--- src/rtl/seq_det_pkg.sv ---
// Shared types and default sizing for the programmable sequence detector.
// Used by seq_det_ctrl and seq_match_core.
package seq_det_pkg;

    typedef enum logic {
        IDLE = 1'b0,
        RUN  = 1'b1
    } state_t;

    localparam int MAX_LEN_DEF = 8;
    localparam int CNT_W_DEF   = 8;
    localparam int TO_W_DEF    = 16;
    localparam int LEN_W       = 5;

endpackage

--- src/rtl/seq_match_core.sv ---
// History shift register, fill counter and Mealy window compare.
// z is combinational from x/x_valid; the caller gates x_valid with the run state.
module seq_match_core
    import seq_det_pkg::*;
#(
    parameter int MAX_LEN = MAX_LEN_DEF
) (
    input  logic               clk,
    input  logic               rst,
    input  logic               x_valid,
    input  logic               x,
    input  logic [MAX_LEN-1:0] pattern,
    input  logic [LEN_W-1:0]   len,
    input  logic               clear,
    input  logic               overlap,
    output logic               z
);

    localparam logic [LEN_W-1:0] FILL_MAX = LEN_W'(MAX_LEN);

    logic [MAX_LEN-2:0] history;
    logic [LEN_W-1:0]   fill;
    logic [MAX_LEN-1:0] window;
    logic [MAX_LEN-1:0] mask;
    logic               primed;

    // fill + 1 >= len is fill >= len-1 without underflow at len = 0
    always_comb begin
        window = {history, x};
        for (int i = 0; i < MAX_LEN; i++) begin
            mask[i] = (i < int'(len));
        end
        primed = ({1'b0, fill} + 6'd1) >= {1'b0, len};
        z      = x_valid && primed && (((window ^ pattern) & mask) == '0);
    end

    always_ff @(posedge clk) begin
        if (rst || clear) begin
            history <= '0;
            fill    <= '0;
        end else if (x_valid) begin
            history <= window[MAX_LEN-2:0];
            if (z && !overlap) begin
                fill <= '0;
            end else if (fill != FILL_MAX) begin
                fill <= fill + 1'b1;
            end
        end
    end

endmodule

--- src/rtl/seq_det_ctrl.sv ---
// Programmable Mealy sequence-detection controller: config, arm, count, done/abort.
// Optional SEQ_DET_TIMEOUT_EN builds the inter-match timeout down-counter.
//
// state | meaning
// IDLE  | config writable, waiting for start
// RUN   | matcher armed, serial stream gated in, matches counted
module seq_det_ctrl
    import seq_det_pkg::*;
#(
    parameter int MAX_LEN = MAX_LEN_DEF,
    parameter int CNT_W   = CNT_W_DEF,
    parameter int TO_W    = TO_W_DEF
) (
    input  logic               clk,
    input  logic               rst,
    input  logic               cfg_we,
    input  logic [MAX_LEN-1:0] cfg_pattern,
    input  logic [LEN_W-1:0]   cfg_len,
    input  logic               cfg_overlap,
    input  logic [CNT_W-1:0]   cfg_target,
    input  logic [TO_W-1:0]    cfg_timeout,
    input  logic               start,
    input  logic               abort,
    input  logic               x_valid,
    input  logic               x,
    output logic               z,
    output logic               busy,
    output logic               done,
    output logic               timeout,
    output logic               cfg_err,
    output logic [CNT_W-1:0]   match_cnt
);

    state_t             state, state_nxt;
    logic [MAX_LEN-1:0] pattern_q;
    logic [LEN_W-1:0]   len_q;
    logic               overlap_q;
    logic [CNT_W-1:0]   target_q;
    logic [CNT_W-1:0]   cnt_inc;
    logic               len_ok;
    logic               start_clr;
    logic               err_set;
    logic               done_nxt;
    logic               to_nxt;
    logic               to_expire;
    logic               run_valid;

    assign busy      = (state == RUN);
    assign run_valid = busy && x_valid;
    assign len_ok    = (len_q != '0) && (int'(len_q) <= MAX_LEN);
    assign cnt_inc   = (&match_cnt) ? match_cnt : match_cnt + 1'b1;

    seq_match_core #(.MAX_LEN(MAX_LEN)) u_core (
        .clk     (clk),
        .rst     (rst),
        .x_valid (run_valid),
        .x       (x),
        .pattern (pattern_q),
        .len     (len_q),
        .clear   (start_clr),
        .overlap (overlap_q),
        .z       (z)
    );

`ifdef SEQ_DET_TIMEOUT_EN
    logic [TO_W-1:0] timeout_q;
    logic [TO_W-1:0] to_cnt;

    // Down-counter reloaded on start and on every match; expiry is the valid,
    // non-matching bit that would take it from 1 to 0.
    assign to_expire = run_valid && !z && (timeout_q != '0) && (to_cnt == TO_W'(1));

    always_ff @(posedge clk) begin
        if (rst) begin
            timeout_q <= '0;
            to_cnt    <= '0;
        end else begin
            if (state == IDLE && cfg_we) begin
                timeout_q <= cfg_timeout;
            end
            if (start_clr) begin
                to_cnt <= timeout_q;
            end else if (run_valid) begin
                if (z) begin
                    to_cnt <= timeout_q;
                end else if (to_cnt != '0) begin
                    to_cnt <= to_cnt - 1'b1;
                end
            end
        end
    end
`else
    logic unused_timeout;
    assign unused_timeout = ^cfg_timeout;
    assign to_expire      = 1'b0;
`endif

    // Abort outranks completion and timeout; a match on the expiry bit wins.
    always_comb begin
        state_nxt = state;
        start_clr = 1'b0;
        err_set   = 1'b0;
        done_nxt  = 1'b0;
        to_nxt    = 1'b0;
        case (state)
            IDLE: begin
                if (start) begin
                    if (len_ok) begin
                        state_nxt = RUN;
                        start_clr = 1'b1;
                    end else begin
                        err_set = 1'b1;
                    end
                end
            end
            RUN: begin
                if (abort) begin
                    state_nxt = IDLE;
                end else if (z && (target_q != '0) && (cnt_inc == target_q)) begin
                    state_nxt = IDLE;
                    done_nxt  = 1'b1;
                end else if (to_expire) begin
                    state_nxt = IDLE;
                    to_nxt    = 1'b1;
                end
            end
            default: state_nxt = IDLE;
        endcase
    end

    always_ff @(posedge clk) begin
        if (rst) begin
            state     <= IDLE;
            done      <= 1'b0;
            timeout   <= 1'b0;
            cfg_err   <= 1'b0;
            match_cnt <= '0;
            pattern_q <= '0;
            len_q     <= '0;
            overlap_q <= 1'b0;
            target_q  <= '0;
        end else begin
            state   <= state_nxt;
            done    <= done_nxt;
            timeout <= to_nxt;
            if (state == IDLE && cfg_we) begin
                pattern_q <= cfg_pattern;
                len_q     <= cfg_len;
                overlap_q <= cfg_overlap;
                target_q  <= cfg_target;
            end
            if (err_set) begin
                cfg_err <= 1'b1;
            end else if (state == IDLE && cfg_we) begin
                cfg_err <= 1'b0;
            end
            if (start_clr) begin
                match_cnt <= '0;
            end else if (z) begin
                match_cnt <= cnt_inc;
            end
        end
    end

endmodule

--- config.mk ---
export PLATFORM = sky130hd
export DESIGN_NAME = seq_det_ctrl
export DESIGN_NICKNAME = d
export VERILOG_FILES = /design/src/rtl/seq_det_pkg.sv /design/src/rtl/seq_match_core.sv /design/src/rtl/seq_det_ctrl.sv
export SDC_FILE = /design/constraint.sdc
export NUM_CORES = 1
export LEC_CHECK = 0
export BUFFER_PORTS_ARGS = -buffer_cell sky130_fd_sc_hd__buf_2
export CAP_MARGIN = 20
export CORE_UTILIZATION = 54
export CTS_CLUSTER_DIAMETER = 60
export DETAILED_ROUTE_END_ITERATION = 6
export PLACE_DENSITY = 0.83
export RECOVER_POWER = 50
export SLEW_MARGIN = 20
export SYNTH_ARGS = -nofsm -noshare
export SYNTH_HDL_FRONTEND = slang
export SYNTH_SLANG_ARGS = --single-unit
--- constraint.sdc ---
create_clock -name clk -period 2.3 [get_ports clk]
set_input_delay 0 -clock clk [delete_from_list [all_inputs] [get_ports clk]]
set_output_delay 0 -clock clk [all_outputs]
set_load 0.05 [all_outputs]
==> Word-level counts from Yosys, hierarchy flattened <==
Index checks and enable logic that the tools add are counted.
{ "totals": {"register_bits": 45, "inputBits": 45} }
{ "classes": {"addsub": 3, "n_lt_le_gt_ge": 10, "n_eq_ne": 2, "mux": 15, "n_bitwise": 3, "n_reduce_logical": 19} }
{ "ops": {"columns": ["operator", "count"], "rows": [
  ["$lt A3 B5 Y1 const A", 4],
  ["$mux W1", 11],
  ["$lt A1 B5 Y1 const A", 2],
  ["$lt A2 B5 Y1 const A", 2],
  ["$mux W5", 2],
  ["$add A8 B1 Y8 const B", 1],
  ["$and A8 B8 Y8", 1],
  ["$eq A8 B8 Y1", 1],
  ["$logic_and A1 B1 Y1", 8],
  ["$logic_not A8 Y1", 1],
  ["$mux W8", 1],
  ["$reduce_and A8 Y1", 1],
  ["$reduce_bool A8 Y1", 1],
  ["$xor A8 B8 Y8", 1],
  ["$add A5 B1 Y6 const B", 1],
  ["$ge A6 B5 Y1", 1],
  ["$add A5 B1 Y5 const B", 1],
  ["$le A5 B4 Y1 const B", 1],
  ["$ne A5 B4 Y1 const B", 1],
  ["$reduce_bool A5 Y1", 1],
  ["$reduce_bool A2 Y1", 2],
  ["$reduce_or A3 Y1", 1],
  ["$pmux W1 S2", 1],
  ["$reduce_and A2 Y1", 1],
  ["4 further kinds", 4]
]} }

==> Longest topological paths before layout <==
Gate-level depths: netlist of run 1.
{ "logic_depth": {"depth_word": 9, "depth_mapped": 10, "depth_no_buf": 10} }

==> By module <==
A second synthesis of run 1 with hierarchy kept.
{ "hier_totals": {"cells_unflattened": 320, "hier_area_um2": 2542.4} }
{ "by_module_without_submodules": {"columns": ["module", "instances", "cells_per_inst", "area_per_inst_um2"], "rows": [
  ["seq_det_ctrl", 1, 217, 1660.3],
  ["seq_match_core", 1, 103, 882.1]
]} }

==> Least setup slack after synthesis of run 1 <==
Ideal clock, no wire load.
{ "synth_timing": {"path_type": "reg2reg", "from": "reg u_core.fill[0]", "to": "reg match_cnt[6]", "arrival_ns": 2.396, "setup_slack_ns": -0.257, "stages_incl_launch_ff": 11, "n_path_buf": 0, "synth_period_minus_slack_ns": 2.557, "cell_sequence": "dfxtp_1 -> inv_1 -> ha_1 -> ha_1 -> o21ai_0 -> o21ai_0 -> a221o_1 -> nand3_2 -> clkinv_1 -> a31oi_1 -> a311oi_1"} }
{ "synth_between": {"elab_chain_cells": 4} }
{ "synth_rtl": {"columns": ["element", "line_no", "source"], "rows": [
  ["start, declared", "seq_match_core.sv:22", "logic [LEN_W-1:0] fill;"],
  ["start signal, assigned", "seq_match_core.sv:46", "fill <= fill + 1'b1;"],
  ["$add A5 B1 Y6", "seq_match_core.sv:33", "primed = ({1'b0, fill} + 6'd1) >= {1'b0, len};"],
  ["$ge A6 B5 Y1", "seq_match_core.sv:33", null],
  ["$logic_and A1 B1 Y1 (2 in a row)", "seq_match_core.sv:34", "z = x_valid && primed && (((window ^ pattern) & mask) == '0);"],
  ["via z", "seq_det_ctrl.sv:26", "output logic z,"],
  ["end signal, assigned", "seq_det_ctrl.sv:160", "match_cnt <= cnt_inc;"],
  ["end, declared", "seq_det_ctrl.sv:31", "output logic [CNT_W-1:0] match_cnt"]
]} }
The timed path passes the listed nets, and every way through them passes these cells.
A chain may end at the register's enable or synchronous reset.

==> Worst setup path in the final report of run 1 <==
{ "layout_timing": {"from": "reg u_core.fill[0]", "to": "out z"} }
{ "layout_between": {"elab_chain_cells": 4} }
{ "layout_rtl": {"columns": ["element", "line_no"], "rows": [
  ["$add A5 B1 Y6", "seq_match_core.sv:33"],
  ["$ge A6 B5 Y1", "seq_match_core.sv:33"],
  ["$logic_and A1 B1 Y1 (2 in a row)", "seq_match_core.sv:34"],
  ["end, declared", "seq_det_ctrl.sv:26"]
]} }
Every way passes these cells.

==> results of run 1 <==
## per-stage QoR
stage	instances	utilization [%]	worst slack [ns]	hold slack (ns)
floorplan	327	-	0.00880	0.136
global placement	421	64.2	0.0189	0.240
detailed placement	421	64.2	-0.0403	0.246
CTS	453	72.9	0.0115	0.0592
global route	454	74.7	-0.0734	0.0763
finish	454	74.7	0.0351	0.0751
## registers in the layout, summed over array words and instances (netlist names)
| signal | count |
|---|---|
| cfg_err | 1 |
| u_core.fill | 5 |
| len_q | 5 |
| match_cnt | 8 |
| u_core.history | 7 |
| target_q | 8 |
| overlap_q | 1 |
| busy | 1 |
| done | 1 |
| pattern_q | 8 |
## area by class of cell
class | instances | area [um^2]
clock buffers | 5 | 68.8
clock inverters | 2 | 35.0
fillers | 327 | 1110
inverters | 11 | 46.3
multi-input cells | 251 | 1540
flip-flops and latches | 45 | 910
well taps | 52 | 65.1
repair buffers | 88 | 614
## power breakdown
group          leakage (nW)  switching, W  internal (W)
Clock                0.0540      0.000258      0.000316
Sequential            0.369     0.0000368      0.000807
Combinational         0.852      0.000167      0.000140
## cell families (layout without fill, tap and decap cells)
kind of cell | after synthesis | after routing | synth area share (%)
and+or+nand+nor | 135 | 135 | 25.3
AOI/OAI and AO/OA | 85 | 85 | 20.7
DFF | 45 | 45 | 36.2
buffers and inverters | 31 | 106 | 5.88
xor gates and xnor gates | 20 | 20 | 7.04
adders and majority gates | 8 | 8 | 4.02
muxes | 2 | 2 | 0.804
other | 1 | 1 | 0.151
## path summary, 6_finish.rpt
| kind | slack, ns | endpoint | cells after the start | from |
|---|---|---|---|---|
| worst min-delay path | 0.08 | busy | 4 | abort |
| worst min register to register | 0.47 | pattern_q[0] | 2 | pattern_q[0] |
| worst max register to register | 0.04 | match_cnt[2] | 10 | u_core.fill[0] |
| worst max-delay path | 0.04 | z | 9 | u_core.fill[0] |
## repair_timing
item | CTS | global route
hold buffers | 23 | 0
pin swaps | 0 | 6
gates resized for setup | 8 | 20
endpoints found under the setup margin | 7 | 13
buffers inserted | 2 | 1
endpoints found under the hold margin | 23 | 0
## cell usage in the layout, fill, tap and decap left out, types with 3 or more instances in the layout
cell type,Yosys,final
buf_2,6,28
a31oi_1,3,3
a21o_1,3,3
xnor2_1,13,12
nand2b_1,3,3
xor2_1,7,7
o21ai_0,14,12
or4_1,3,3
a21oi_1,43,43
dfxtp_1,45,42
buf_4,2,21
ha_4,0,3
dlygate4sd3_1,0,23
nand2_1,71,71
and4_1,3,3
nor3_1,7,7
nand3_1,11,10
nor4_1,5,5
clkbuf_8,0,5
clkbuf_1,10,13
nor2b_1,5,5
or3_1,3,3
inv_1,10,10
nor2_1,14,13
ha_1,8,5
## metal layers
| layer | share of wire, % | wire, um | track usage (%) |
|---|---|---|---|
| met5 | 0 | 0 | 0 |
| met4 | 1.0 | 67 | 8.00 |
| met3 | 4.7 | 316 | 5.19 |
| met2 | 50 | 3340 | 44.8 |
| met1 | 44 | 2960 | 36.1 |
## worst max-delay path: cells and delay by family (launching register included)
| kind | cells | cell delay [ns] |
|---|---|---|
| AO/OA/AOI/OAI | 2 | 0.49 |
| flip-flops | 1 | 0.38 |
| buffers and inverters | 3 | 0.38 |
| AND/OR/NAND/NOR | 2 | 0.32 |
| XOR/XNOR | 1 | 0.16 |
| adder cells (fa/ha/maj) | 1 | 0.25 |
==> metrics, run 1 <==
chip height 69.9 um; Worst setup SP type flop; CTS H-tree depth 2; Netlist Area Pre-Place 2490 um^2; most common cell in the synthesized netlist nand2_1; Distinct cells, synth 49; Yosys top cell area share 36.2%; Final HPWL DP 4370 um; Clock Sinks 45; commonest cells in the netlist nand2_1 (71), dfxtp_1 (45), a21oi_1 (43); routed vias 2,549; Slew Limit Fails 0; HP Class input port to flop; slowest cell delay on critical path 0.38 ns; endpoints failing hold 0; Pleak 1.27 nW; Final period util 98.5%; post-route ant nets 0; largest net degree at the start of global routing 28; routed len/inst 14.7 um; Rows 24; Clock Skew 0.00390 ns; unrepaired setup endpoints after global routing yes; #FFs+latches synth 45; prevailing post-synth register cell dfxtp_1; first-pass GRT wire length 10,700 um; Pre-Repair DR Iteration Count 4; WP data required 2.30 ns; Critical Path Slowest Stage Cell dfxtp_4; # DRC 0; setup TNS 0 ns; routability cong. 0.953; drt first-iter violations 256; Worst IR Drop VDD 410 uV; design area 3270 um^2; most area-consuming cells after synthesis dfxtp_1 (36%), nand2_1 (11%), a21oi_1 (8.6%); Clock Pin Slew Worst Setup and Hold Paths 0.08 ns; All-Layer GR Usage 27.1%; vias per cell 5.61; Slew HR 60.3%; Mapped Nets 380; Critical Path End Type output pin; Area Growth Syn to Fin 31.5%; root buffer cell clkbuf_8; final setup fails 0; asr flop ratio synth 0%; nets 455; Syn Inst Count 327; Setup CP Type flop to output pin; TritonCTS buffer count 5; Clock Path Buffers 2; n_diodes 0; TritonCTS clock tree yes; post-synth top area cell dfxtp_1; gr ovfl total 0; Synth Warn # 0; Cell Chain, Critical Path buf_6, and3_4, xor2_1, ha_1, o21a_1, a221o_1, nand3_4, clkinv_4, buf_8; register area share after synthesis 36.2%; Starting Density 56.8%; initial antenna violation count 0; DIE WIDTH 69.9 um; vias in the first global route 2,346; placed cell area 2820 um^2; I/O Pins 58; CP max FO 8; fin crit period 2.26 ns; routed wire length 6690 um; Max-Cap Viols 0; actual slew at the worst max-slew pin 0.599 ns; status finished, final reports clean; EDFF count, synth 0; Synth Area per Inst 7.61 um^2; power density cells 527 nW/um^2; die area 4890 um^2; Worst-Skew Late Latency 0.29 ns; max frequency 442 MHz; Port Buf Inserts 40; Power Total 0.00172 W; share of layout cells above drive strength 1 18.7%; critical path arrival 2.26 ns; Core Region 4380 um^2
Power figures use the tool's default switching activity.
==> inputs of run 2 (changes only) <==
--- a/config.mk
+++ b/config.mk
@@ -15,4 +15,5 @@
 export SLEW_MARGIN = 20
 export SYNTH_ARGS = -nofsm -noshare
 export SYNTH_HDL_FRONTEND = slang
+export SYNTH_HIERARCHICAL = 1
 export SYNTH_SLANG_ARGS = --single-unit
==> run 2 against run 1 <==
The flow now finishes with violations (DRC). Largest cell class unchanged. Die area rose by 2.0%. Clock power fell by 16%. Area after synthesis is 2.1% higher. Final cell count is 3.5% lower. Design area decreased by 2.0%. Sequential share of layout area increased by 0.57 points. Sequential cell count stayed put. Worst hold slack worse by 0.019 ns. Sequential power about the same. First-iteration DRC count fell by 1.6%.
==> metrics, run 2 <==
chip height 70.6 um; Clock Skew 0.00557 ns; Pint 0.00117 W; sequential group share of total power 51.4%; post-route ant nets 0; actual slew at the worst max-slew pin 0.703 ns; failing checks DRC; routed wire length 6280 um; All-Layer GR Usage 26.5%; Pre-Repair DR Iteration Count 7; share of layout cells above drive strength 1 18.9%; net load switching power 0.000475 W; commonest cells in the netlist nand2_1 (56), dfxtp_1 (45), a21oi_1 (30); Worst IR Drop VDD 371 uV; max frequency 454 MHz; register area share after synthesis 35.4%; Fill cells 361; design area 3210 um^2; Post-Synth XOR/XNOR Area 6.89%; Compound-Gate Fraction of Synth Area 16.3%; root buffer cell clkbuf_8; Critical Path End Type flop; highest-count cells in the layout ignoring fill and taps nand2_1 (55), dfxtp_1 (42), a21oi_1 (29); endpoints failing hold 0; die area 4990 um^2; DIE WIDTH 70.6 um; Distinct cells, synth 58; status finished, violations left; largest registers match_cnt: 8 flops, pattern_q: 8 flops, target_q: 8 flops; routed vias 2,489; TritonCTS clock tree yes; Hold WS 0.0566 ns; final setup fails 0; I/O Pins 58; fin crit period 2.20 ns; Area Growth Syn to Fin 26.2%; asr flop ratio synth 0%; HP Class input port to flop; Slew Limit Fails 0; CP max FO 2; Final period util 95.8%; drt first-iter violations 252; prevailing post-synth register cell dfxtp_1; most common library cell in the layout ignoring fill and taps nand2_1; Clock Pin Slew Worst Setup and Hold Paths 0.08 ns; largest net degree at the start of global routing 28; critical path arrival 2.45 ns; Netlist Area Pre-Place 2540 um^2; Logic pwr share 19.3%; vias per cell 5.68; unrepaired setup endpoints after global routing yes; Rows 24; most common cell in the synthesized netlist nand2_1; Worst setup SP type flop; final core occ 72.2%; multiplexer share of the synthesized area 4.72%; EDFF count, synth 0; gr ovfl total 0; routed len/inst 14.3 um; final worst slack 0.0955 ns; largest family of logic cells by synthesized area simple AND/OR/NAND/NOR gates; Syn Inst Count 320; Port Buf Inserts 40; WP data required 2.54 ns; clock share of power 29.3%; routability cong. 0.907; post-synth top area cell dfxtp_1; TritonCTS buffer count 5; vias in the first global route 2,266; placed cell area 2810 um^2; Worst-Skew Late Latency 0.29 ns; setup TNS 0 ns; Clock Path Buffers 2; Mapped Nets 373; Slew HR 53.0%; Sw Share 29.0%; Pleak 1.22 nW; Setup CP Type flop to flop; first-pass GRT wire length 10,400 um; Starting Density 57.2%; Core Region 4440 um^2; n_diodes 0; Simple-Gate Fraction of Synth Area 27.0%; Yosys top cell area share 35.4%; Max-Cap Viols 0; CTS H-tree depth 2; Synth Area per Inst 7.95 um^2; Synth Warn # 6; Clock Sinks 45; most area-consuming cells after synthesis dfxtp_1 (35%), nand2_1 (8.3%), a21oi_1 (5.9%); initial antenna violation count 0; power density cells 512 nW/um^2; pre-CTS WS -0.0118 ns; nets 438; #FFs+latches synth 45; # DRC 5; Post-Synth Adder-Cell Area 3.94%; Final HPWL DP 4180 um
run 2: path summary, 6_finish.rpt:
kind                                   start      endpoint  slack [ns]  cells past startpoint
worst max-delay path                len_q[2]          done         0.1                      9
worst max register to register      len_q[2]          done         0.1                      9
worst min register to register  pattern_q[0]  pattern_q[0]        0.48                      2
worst min-delay path                   abort          done        0.06                      3
run 2: area by class of cell:
type	count	area (um^2)	share of cell area, %
Clock buffer	6	72.6	2.26
Multi-Input combinational cell	246	1580	49.2
Sequential cell	45	910	28.4
Timing Repair Buffer	77	531	16.5
Clock inverter	2	15.0	0.468
Inverter	10	37.5	1.17
Tap cell	52	65.1	2.03
run 2: stage by stage:
| step | cells | total power, W |
|---|---|---|
| finish | 438 | 0.00164 |
| global route | 438 | 0.00172 |
| CTS | 438 | 0.00166 |
| detailed placement | 406 | 0.00113 |
| global placement | 406 | 0.00112 |
| floorplan | 320 | 0.00105 |
run 2: logic make-up (layout without fill, tap and decap cells):
group                    Yosys count  in the layout
AO/OA/AOI/OAI                     67             67
XOR/XNOR                          20             20
adder cells (fa/ha/maj)            8              8
buffers and inverters             29             95
flip-flops                        45             45
multiplexers                      12             12
other                              1              1
AND/OR/NAND/NOR                  138            138
run 2: metal layers:
layer	GRT usage, %	vias up	part of all wire [%]
met5	0	-	0
li1	-	1230	-
met1	33.8	1136	44
met4	9.78	0	2.0
met2	43.8	108	47
met3	6.27	15	7.0
run 2: critical path, stage by stage (launching register included):
cell and delay, ns:
dfxtp_1 0.32, or4_4 0.54, o21ai_2 0.15, nor3b_2 0.20, nand2_1 0.11, nor2_4 0.10
a21boi_2 0.17, o2111ai_2 0.13, a2111oi_4 0.22, and4bb_1 0.22
run 2: repair_timing:
item	CTS	global route
setup endpoints to repair	3	11
hold buffers	24	0
gates resized for setup	7	13
hold endpoints to repair	24	0
buffers inserted	0	0
pin swaps	3	6
run 2: power groups by stage:
stage	clock network (W)	logic, W	registers (W)
detailed placement	0	0.000268	0.000862
finish	0.000481	0.000316	0.000844
global placement	0	0.000264	0.000860
global route	0.000526	0.000345	0.000849
floorplan	0	0.000183	0.000870
CTS	0.000504	0.000307	0.000844
